## src/rtl/sb_panel_regs.sv

```systemverilog
// Slow-bus register slave for the panel scanner: control/status registers plus a double-buffered
// frame-buffer port with an auto-incrementing pointer. Define SB_FB_READBACK_EN to allow FB_DATA reads from RAM.
module sb_panel_regs #(
    parameter logic [15:0] ID_VALUE = 16'h5032,
    parameter int          FB_AW    = 11
) (
    input  logic             clk,
    input  logic             rst_n,
    input  logic [15:0]      sb_addr,
    input  logic             sb_wr,
    input  logic [15:0]      sb_wr_data,
    input  logic             sb_rd,
    output logic [15:0]      sb_rd_data,
    output logic             fb_wr_en,
    output logic [FB_AW-1:0] fb_wr_addr,
    output logic [15:0]      fb_wr_data,
    output logic             fb_rd_en,
    output logic [FB_AW-1:0] fb_rd_addr,
    input  logic [15:0]      fb_rd_data,
    input  logic             frame_done,
    output logic             display_en,
    output logic             front_buf,
    output logic [3:0]       brightness
);

    localparam logic [15:0] A_ID      = 16'd0;
    localparam logic [15:0] A_CTRL    = 16'd1;
    localparam logic [15:0] A_STATUS  = 16'd2;
    localparam logic [15:0] A_PTR     = 16'd3;
    localparam logic [15:0] A_FB_DATA = 16'd4;
    localparam logic [15:0] A_SCRATCH = 16'd5;

    logic             r_en;
    logic [3:0]       r_bright;
    logic             r_swap_pend;
    logic             r_front;
    logic             r_vsync;
    logic [FB_AW-1:0] r_ptr;
    logic [15:0]      r_scratch;
    logic [15:0]      r_rd_data;
    logic             r_fb_wr_en;
    logic [FB_AW-1:0] r_fb_wr_addr;
    logic [15:0]      r_fb_wr_data;

    logic             w_wr;
    logic             w_rd;
    logic [15:0]      w_addr;
    logic [15:0]      w_wdata;
    logic             w_rd_fb;
    logic             w_rd_wait;
    logic [15:0]      w_rd_mux;

`ifdef SB_FB_READBACK_EN
    typedef enum logic {ST_IDLE, ST_RD_WAIT} state_t;
    state_t      r_state;
    state_t      w_state_nxt;
    logic        r_q_vld;
    logic        r_q_wr;
    logic [15:0] r_q_addr;
    logic [15:0] r_q_data;
    logic        w_q_load;

    // A strobe seen during RD_WAIT (or while a queued one is being replayed) is parked for one cycle.
    assign w_q_load = (sb_wr | sb_rd) & ((r_state == ST_RD_WAIT) | r_q_vld);

    always_comb begin
        w_wr    = 1'b0;
        w_rd    = 1'b0;
        w_addr  = sb_addr;
        w_wdata = sb_wr_data;
        if (r_state == ST_IDLE) begin
            if (r_q_vld) begin
                w_wr    = r_q_wr;
                w_rd    = ~r_q_wr;
                w_addr  = r_q_addr;
                w_wdata = r_q_data;
            end else begin
                w_wr = sb_wr;
                w_rd = sb_rd & ~sb_wr;
            end
        end
    end

    always_ff @(posedge clk or negedge rst_n) begin
        if (!rst_n) begin
            r_q_vld  <= 1'b0;
            r_q_wr   <= 1'b0;
            r_q_addr <= 16'h0000;
            r_q_data <= 16'h0000;
        end else if (w_q_load) begin
            r_q_vld  <= 1'b1;
            r_q_wr   <= sb_wr;
            r_q_addr <= sb_addr;
            r_q_data <= sb_wr_data;
        end else if (r_q_vld && r_state == ST_IDLE) begin
            r_q_vld <= 1'b0;
        end
    end

    assign w_rd_fb = w_rd & (w_addr == A_FB_DATA);

    always_ff @(posedge clk or negedge rst_n) begin
        if (!rst_n) r_state <= ST_IDLE;
        else        r_state <= w_state_nxt;
    end

    always_comb begin
        w_state_nxt = r_state;
        case (r_state)
            ST_IDLE:    if (w_rd_fb) w_state_nxt = ST_RD_WAIT;
            ST_RD_WAIT: w_state_nxt = ST_IDLE;
            default:    w_state_nxt = ST_IDLE;
        endcase
    end

    always_comb begin
        w_rd_wait  = (r_state == ST_RD_WAIT);
        fb_rd_en   = w_rd_wait;
        fb_rd_addr = w_rd_wait ? r_ptr : '0;
    end
`else
    assign w_wr       = sb_wr;
    assign w_rd       = sb_rd & ~sb_wr;
    assign w_addr     = sb_addr;
    assign w_wdata    = sb_wr_data;
    assign w_rd_fb    = 1'b0;
    assign w_rd_wait  = 1'b0;
    assign fb_rd_en   = 1'b0;
    assign fb_rd_addr = '0;
`endif

    always_comb begin
        w_rd_mux = 16'h0000;
        case (w_addr)
            A_ID:      w_rd_mux = ID_VALUE;
            A_CTRL:    w_rd_mux = {8'h00, r_bright, 2'b00, r_swap_pend, r_en};
            A_STATUS:  w_rd_mux = {14'h0000, r_front, r_vsync};
            A_PTR:     w_rd_mux = {{(16-FB_AW){1'b0}}, r_ptr};
            A_SCRATCH: w_rd_mux = r_scratch;
            default:   w_rd_mux = 16'h0000;
        endcase
    end

    always_ff @(posedge clk or negedge rst_n) begin
        if (!rst_n) begin
            r_en         <= 1'b0;
            r_bright     <= 4'h0;
            r_ptr        <= '0;
            r_scratch    <= 16'h0000;
            r_rd_data    <= 16'h0000;
            r_fb_wr_en   <= 1'b0;
            r_fb_wr_addr <= '0;
            r_fb_wr_data <= 16'h0000;
        end else begin
            r_fb_wr_en <= 1'b0;
            if (w_rd_wait) begin
                r_rd_data <= fb_rd_data;
                r_ptr     <= r_ptr + FB_AW'(1);
            end else if (w_rd && !w_rd_fb) begin
                r_rd_data <= w_rd_mux;
            end
            if (w_wr) begin
                case (w_addr)
                    A_CTRL: begin
                        r_en     <= w_wdata[0];
                        r_bright <= w_wdata[7:4];
                    end
                    A_PTR:     r_ptr <= w_wdata[FB_AW-1:0];
                    A_FB_DATA: begin
                        r_fb_wr_en   <= 1'b1;
                        r_fb_wr_addr <= r_ptr;
                        r_fb_wr_data <= w_wdata;
                        r_ptr        <= r_ptr + FB_AW'(1);
                    end
                    A_SCRATCH: r_scratch <= w_wdata;
                    default: ;
                endcase
            end
        end
    end

    // Swap decisions use the registered swap_pend, so a same-cycle request waits for the next frame.
    always_ff @(posedge clk or negedge rst_n) begin
        if (!rst_n) begin
            r_swap_pend <= 1'b0;
            r_front     <= 1'b0;
            r_vsync     <= 1'b0;
        end else begin
            if (frame_done && r_swap_pend) r_front <= ~r_front;
            if (w_wr && w_addr == A_CTRL && w_wdata[1]) r_swap_pend <= 1'b1;
            else if (frame_done)                        r_swap_pend <= 1'b0;
            if (frame_done)                                    r_vsync <= 1'b1;
            else if (w_wr && w_addr == A_STATUS && w_wdata[0]) r_vsync <= 1'b0;
        end
    end

    assign sb_rd_data = r_rd_data;
    assign fb_wr_en   = r_fb_wr_en;
    assign fb_wr_addr = r_fb_wr_addr;
    assign fb_wr_data = r_fb_wr_data;
    assign display_en = r_en;
    assign front_buf  = r_front;
    assign brightness = r_bright;

endmodule

```

## config.mk

```make
export PLATFORM = sky130hd
export DESIGN_NAME = sb_panel_regs
export DESIGN_NICKNAME = d
export VERILOG_FILES = /design/src/rtl/sb_panel_regs.sv
export SDC_FILE = /design/constraint.sdc
export NUM_CORES = 1
export LEC_CHECK = 0
export ABC_CLOCK_PERIOD_IN_PS = 2100
export CAP_MARGIN = 20
export CORE_MARGIN = 2
export CORE_UTILIZATION = 47
export CTS_CLUSTER_DIAMETER = 150
export DETAILED_ROUTE_END_ITERATION = 10
export PLACE_DENSITY = 0.8
export SETUP_SLACK_MARGIN = 0.4
export SYNTH_ARGS = -nofsm -noshare
export SYNTH_HDL_FRONTEND = slang
export SYNTH_SLANG_ARGS = --single-unit
```

## constraint.sdc

```tcl
create_clock -name clk -period 2.1 [get_ports clk]
set_clock_uncertainty 0.1 [all_clocks]
set_input_delay 0.42 -clock clk [delete_from_list [all_inputs] [get_ports clk]]
set_output_delay 0.42 -clock clk [all_outputs]
set_load 0.1 [all_outputs]
```

==> metrics.yaml, run 1 <==
path_cells: "buf_6 -> or4_4 -> nor3_4 -> and3_4 -> buf_6 -> buf_6 -> buf_12 -> mux2_4"
cpPeakStageDelay_ns: 0.56
synth-xor-area-share_pct: 0.230
p_leak_nw: 2.91
muxShareOfSynthArea_pct: 16.9
synthTopCellsByArea: "dfrtp_1 52%, mux2_1 7.4%, mux2_2 7.1%"
ys_seq_area_share_pct: 51.9
start_util_pct: 49.0
chipWidth_um: 94.0
crit_top_cell: "buf_6"
layout_setup_ws_ns: -0.00846
drc_errors: 0
rr_endpoint: "r_ptr[8]$_DFFE_PN0P_"
critPathSlowestCell: "or4_4"
synth_common_cells: "79 x dfrtp_1, 25 x mux2_1, 24 x mux2_2, 24 x nand2_1, 16 x o21ai_0"
postSynth.asyncResetShare_pct: 100
ctsLongestPathBuffers: 2
synthSimpleGateAreaFrac_pct: 14.1
dpl.cell_count: 541
crit_type: "in -> reg"
finalCriticalPeriod_ns: 2.11
antennaDiodeCount: 0
synth_top_area_share_pct: 51.9
yosys.area.top_type: "dfrtp_1"
synth_cell_types: 51
pwr_density_cell_nw_per_um2: 519
grt_pass1_wl_um: 19400
synth_area_per_cell_um2: 12.0
wl_um: 14300
cts_tree: "built"
maxCapViolations: 0
hp-class: "in -> async"
syn_to_final_growth_pct: 65.8
cts_buffers: 9
grt_start_max_net_pins: 34
setup_viol: 3
cts_sinks: 79
yosysMostFrequentCell: "dfrtp_1"
crit_required_ns: 2.24
synthAdderAreaFrac_pct: 0.329
rr_worst_depth: 5
antenna_found_initial: 0
period_share_pct: 100
clkLatencyLatePin_ns: 0.36
synth_compound_area_share_pct: 11.1
drv_slew: 0
drive_above_1_share_pct: 58.2
vias: 3671
synthesis.instances: 318
fmax_ghz: 0.474
crit_path_max_fanout: 6
ys.flop_type: "dfrtp_1"
portBuffers: 86
vdd_drop_max_mv: 0.543
cts_root_buf: "clkbuf_8"
nets: 543
rsz0062_at_grt: "true"
dp_hpwl_um: 7190
htreeDepth: 3
nFillCells: 387
design.die.area_um2: 8830
routedWlPerCell_um: 24.0
place.gp.congestion: 0.908
io-pin-count: 115
hold_viol: 0
overflow: 0
final-instance-count-excl-fill: 595
design.core.area_um2: 7770
path_buf_inv: 4
violations: "negative setup slack"
dp_slack_ns: -0.580
firstDrtPassIters: 5
timing.rr.start: "r_ptr[0]$_DFFE_PN0P_"
clk_pin_slew_worst_paths_ns: 0.09
r2r_slack_ns: 0.23
synth-edff-count: 0
gr-usage-all-layers_pct: 29.5
detail-route-antenna-nets: 0
synth_top_family_by_area: "multiplexers"
rows: 32
drt_iter0_drc: 237
crit_path_end_kind: "flop"
ys_ff_latch: 79
synth_warnings: 0
crit_arrival_ns: 2.25
netlist_area_um2: 3810
critical-path-top-delay-family: "simple AND/OR/NAND/NOR gates"
viasPerCell: 6.17
fp.dieH_um: 94.0
status: "finished with violations"
grt_pass1_vias: 3572
startpoint_type: "input port"
[registers in the layout, indices dropped and copies added, names as in the netlist]
name         flops
brightness       4
display_en       1
fb_wr_addr      11
fb_wr_data      16
fb_wr_en         1
front_buf        1
r_ptr           11
r_scratch       16
r_swap_pend      1
r_vsync          1
sb_rd_data      16
[area by class of cell]
type,instances,area (um2),share of cell area (%)
clock buffer,12,165,2.62
clock inverter,3,65.1,1.03
inverter,3,11.3,0.178
multi-input combinational,216,2240,35.4
sequential,79,1980,31.4
tap,102,128,2.02
timing repair buffer,180,1720,27.3
[how the worst max path moves through the flow]
stage / startpoint / end / slack, ns / depth (start not counted)
2_1_floorplan: sb_addr[9] / fb_wr_addr[0]$_DFFE_PN0P_ / -0.21 / 7
3_3_place_gp: sb_addr[9] / fb_wr_data[3]$_DFFE_PN0P_ / -0.53 / 6
3_5_place_dp: sb_addr[9] / fb_wr_data[3]$_DFFE_PN0P_ / -0.58 / 6
4_1_cts: sb_addr[14] / fb_wr_addr[1]$_DFFE_PN0P_ / 0.12 / 8
5_1_grt: sb_addr[4] / fb_wr_addr[1]$_DFFE_PN0P_ / -0.0004 / 8
6_report: sb_addr[4] / fb_wr_data[13]$_DFFE_PN0P_ / -0.008 / 8
[layer usage]
metal | global-route usage (%) | routed length (um) | vias to the layer above
met4 | 16.1 | 833 | 0
met2 | 48.5 | 6940 | 269
met1 | 37.2 | 5410 | 1822
li1 | - | - | 1507
met5 | 0 | 0 | -
met3 | 4.57 | 1080 | 73
[power by group]
group | switching (W) | internal (W) | total, W
logic | 0.000276 | 0.000154 | 0.000430
registers | 0.00000507 | 0.00152 | 0.00153
clock network | 0.000556 | 0.000759 | 0.00132
[per-stage QoR]
stage               util, %  area, um2  hold slack [ns]  total power [W]  setup TNS [ns]
floorplan                 -       4020           0.0244          0.00175           -4.71
global placement       66.0       5120            0.246          0.00192          -30.20
detailed placement     66.0       5120            0.250          0.00193          -34.14
CTS                    76.6       5950            0.393          0.00322               0
global route           81.3       6310            0.428          0.00336       -0.000414
finish                 81.3       6310            0.400          0.00327         -0.0229
[layout by cell type (no fill, tap or decap), types with 10 or more instances in the layout]
master and instances:
buf_12 10, buf_4 99, buf_6 35, clkbuf_8 12, clkdlybuf4s50_1 19, conb_1 12, dfrtp_1 76, mux2_4 45
nand2_1 24, o21ai_1 10
[kinds of logic after synthesis]
group / Yosys count
simple gates: 83
flops: 79
compound gates: 61
mux: 58
buf+inv: 34
fa+ha+maj: 1
other cells: 1
xor+xnor: 1
[timing repair]
| item | in CTS | in global routing |
|---|---|---|
| gates cloned | 4 | 0 |
| hold buffers | 1 | 0 |
| resized for setup | 139 | 68 |
| setup endpoints to repair | 78 | 77 |
| endpoints found under the hold margin | 25 | 0 |
| setup buffers | 23 | 11 |
| pin swaps | 27 | 31 |
(Power assumes the default switching activity.)
==> run 2: changes to the inputs <==
--- a/config.mk
+++ b/config.mk
@@ -11,7 +11,7 @@
 export CORE_UTILIZATION = 47
 export CTS_CLUSTER_DIAMETER = 150
 export DETAILED_ROUTE_END_ITERATION = 10
-export PLACE_DENSITY = 0.8
+export PLACE_DENSITY = 0.83
 export SETUP_SLACK_MARGIN = 0.4
 export SYNTH_ARGS = -nofsm -noshare
 export SYNTH_HDL_FRONTEND = slang
==> metrics.yaml, run 2 (synthesis gave the netlist of run 1 again) <==
crit_path_end_kind: "flop"
fin_area_um2: 6140  # -2.7%
setup_viol: 0  # -3
cts_root_buf: "clkbuf_8"
p_clk_share_pct: 41.9  # +1.7 points
hp-class: "reg -> reg"
htreeDepth: 3  # unchanged
maxCapViolations: 0  # unchanged
hold_viol: 0  # unchanged
cts_buffers: 9  # unchanged
postPlaceCellArea_um2: 5080  # -0.83%
wl_um: 13800  # -3.0%
drc_errors: 0  # unchanged
power_frac_comb_pct: 12.4  # -0.7 points
gr-usage-all-layers_pct: 29.6  # +0.12 points
fmax_ghz: 0.493  # +4.0%
pwr_density_cell_nw_per_um2: 544  # +4.9%
portBuffers: 86  # unchanged
routedWlPerCell_um: 23.8  # -0.79%
period_share_pct: 96.6  # -3.8 points
vdd_drop_max_mv: 0.343  # -37%
crit_type: "in -> reg"
fp.dieH_um: 94.0  # unchanged
startpoint_type: "input port"
setup_tns_ns: 0  # +0.0229 ns
design.die.area_um2: 8830  # unchanged
clkLatencyLatePin_ns: 0.37  # about the same
rows: 32  # unchanged
clk_pin_slew_worst_paths_ns: 0.09  # about the same
p_switching_w: 0.000880  # +5.2%
most-common-layout-cells: "88 x buf_4, 77 x dfrtp_1, 48 x mux2_4"
firstDrtPassIters: 5  # unchanged
drive_above_1_share_pct: 54.5  # -3.7 points
io-pin-count: 115  # unchanged
p_leak_nw: 2.82  # -3.0%
chipWidth_um: 94.0  # unchanged
power.share.sequential_pct: 45.7  # -1.0 points
switching_share_pct: 26.4  # +0.77 points
drv_slew: 0  # unchanged
syn_to_final_growth_pct: 61.3
antenna_found_initial: 0  # unchanged
maxSlewHeadroom_pct: 61.4
design.core.area_um2: 7770  # unchanged
drt_iter0_drc: 318  # +34%
layout_commonest_cell: "buf_4"
dpl.cell_count: 537  # -0.74%
nets: 528  # -2.8%
viasPerCell: 6.17  # about the same
grt_pass1_wl_um: 19600  # +1.1%
crit_arrival_ns: 2.18  # -0.07 ns
cts_sinks: 79  # unchanged
cts_tree: "built"
max_slew.worst_pin.slew_ns: 0.578
dp_hpwl_um: 7260  # +0.87%
final-instance-count-excl-fill: 582  # -2.2%
status: "complete, no violations"
detail-route-antenna-nets: 0  # unchanged
start_util_pct: 49.0  # unchanged
ctsLongestPathBuffers: 2  # unchanged
rr_worst_depth: 4  # -1
grt_pass1_vias: 3620  # +1.3%
vias: 3592  # -2.2%
grt_start_max_net_pins: 35  # +2.9%
finalCriticalPeriod_ns: 2.03  # -0.0803 ns
overflow: 0  # unchanged
crit_required_ns: 2.25  # about the same
holdPathStages: 1
internal_power_w: 0.00246  # +1.0%
rsz0062_at_grt: "true"
place.gp.congestion: 0.887  # -2.2%
crit_path_max_fanout: 5  # -1
[run 2: path summary, 6_finish.rpt]
check                                             end  slack, ns                 start
setup / recovery            fb_wr_addr[0]$_DFFE_PN0P_       0.07            sb_addr[7]
hold / removal                    r_vsync$_DFFE_PN0P_       0.39   r_vsync$_DFFE_PN0P_
setup reg to reg                 r_ptr[5]$_DFFE_PN0P_       0.37  r_ptr[3]$_DFFE_PN0P_
hold reg to reg                   r_vsync$_DFFE_PN0P_       0.39   r_vsync$_DFFE_PN0P_
max in group asynchronous        r_ptr[0]$_DFFE_PN0P_       0.84                 rst_n
min in group asynchronous  fb_wr_data[14]$_DFFE_PN0P_       0.45                 rst_n
[run 2: cell type report]
class / instances / area (um2)
multi-input combinational: 216 / 2150
sequential: 79 / 1980
fill: 405 / 1630
timing repair buffer: 165 / 1620
tap: 102 / 128
clock buffer: 9 / 124
clock inverter: 7 / 121
inverter: 3 / 11.3
antenna: 1 / 2.50
[run 2: metrics by stage]
stage               setup WS, ns  hold WS, ns  utilization, %  total power [W]
floorplan                 -0.213       0.0244               -          0.00175
global route              0.0450        0.408            79.0          0.00342
finish                    0.0718        0.386            79.0          0.00334
CTS                        0.101        0.385            75.8          0.00329
detailed placement        -0.578        0.292            65.4          0.00192
global placement          -0.538        0.287            65.4          0.00191
[run 2: power groups by stage]
stage	logic [W]	registers, W	clock network [W]
2_1_floorplan	0.000168	0.00158	0
3_3_place_gp	0.000356	0.00156	0
3_5_place_dp	0.000362	0.00156	0
4_1_cts	0.000380	0.00153	0.00139
5_1_grt	0.000432	0.00153	0.00146
6_report	0.000415	0.00153	0.00140
[run 2: repair_timing]
action,in CTS,in global routing
endpoints found under the hold margin,32,0
setup endpoints to repair,78,77
setup buffers,16,6
gates resized for setup,145,55
hold buffers,1,0
pin swaps,23,33
cloned,5,0
[run 2: per-layer routing]
layer | track usage (%) | part of all wire [%]
met1 | 36.5 | 38
met2 | 49.3 | 51
met3 | 5.78 | 7.2
met4 | 15.1 | 4.0
met5 | 0 | 0
[run 2: worst max-delay path, stage by stage]
cell	delay (ns)
buf_6	0.09
or4_4	0.55
nor3_4	0.21
and3_4	0.27
buf_12	0.12
buf_6	0.09
buf_12	0.12
mux2_4	0.30
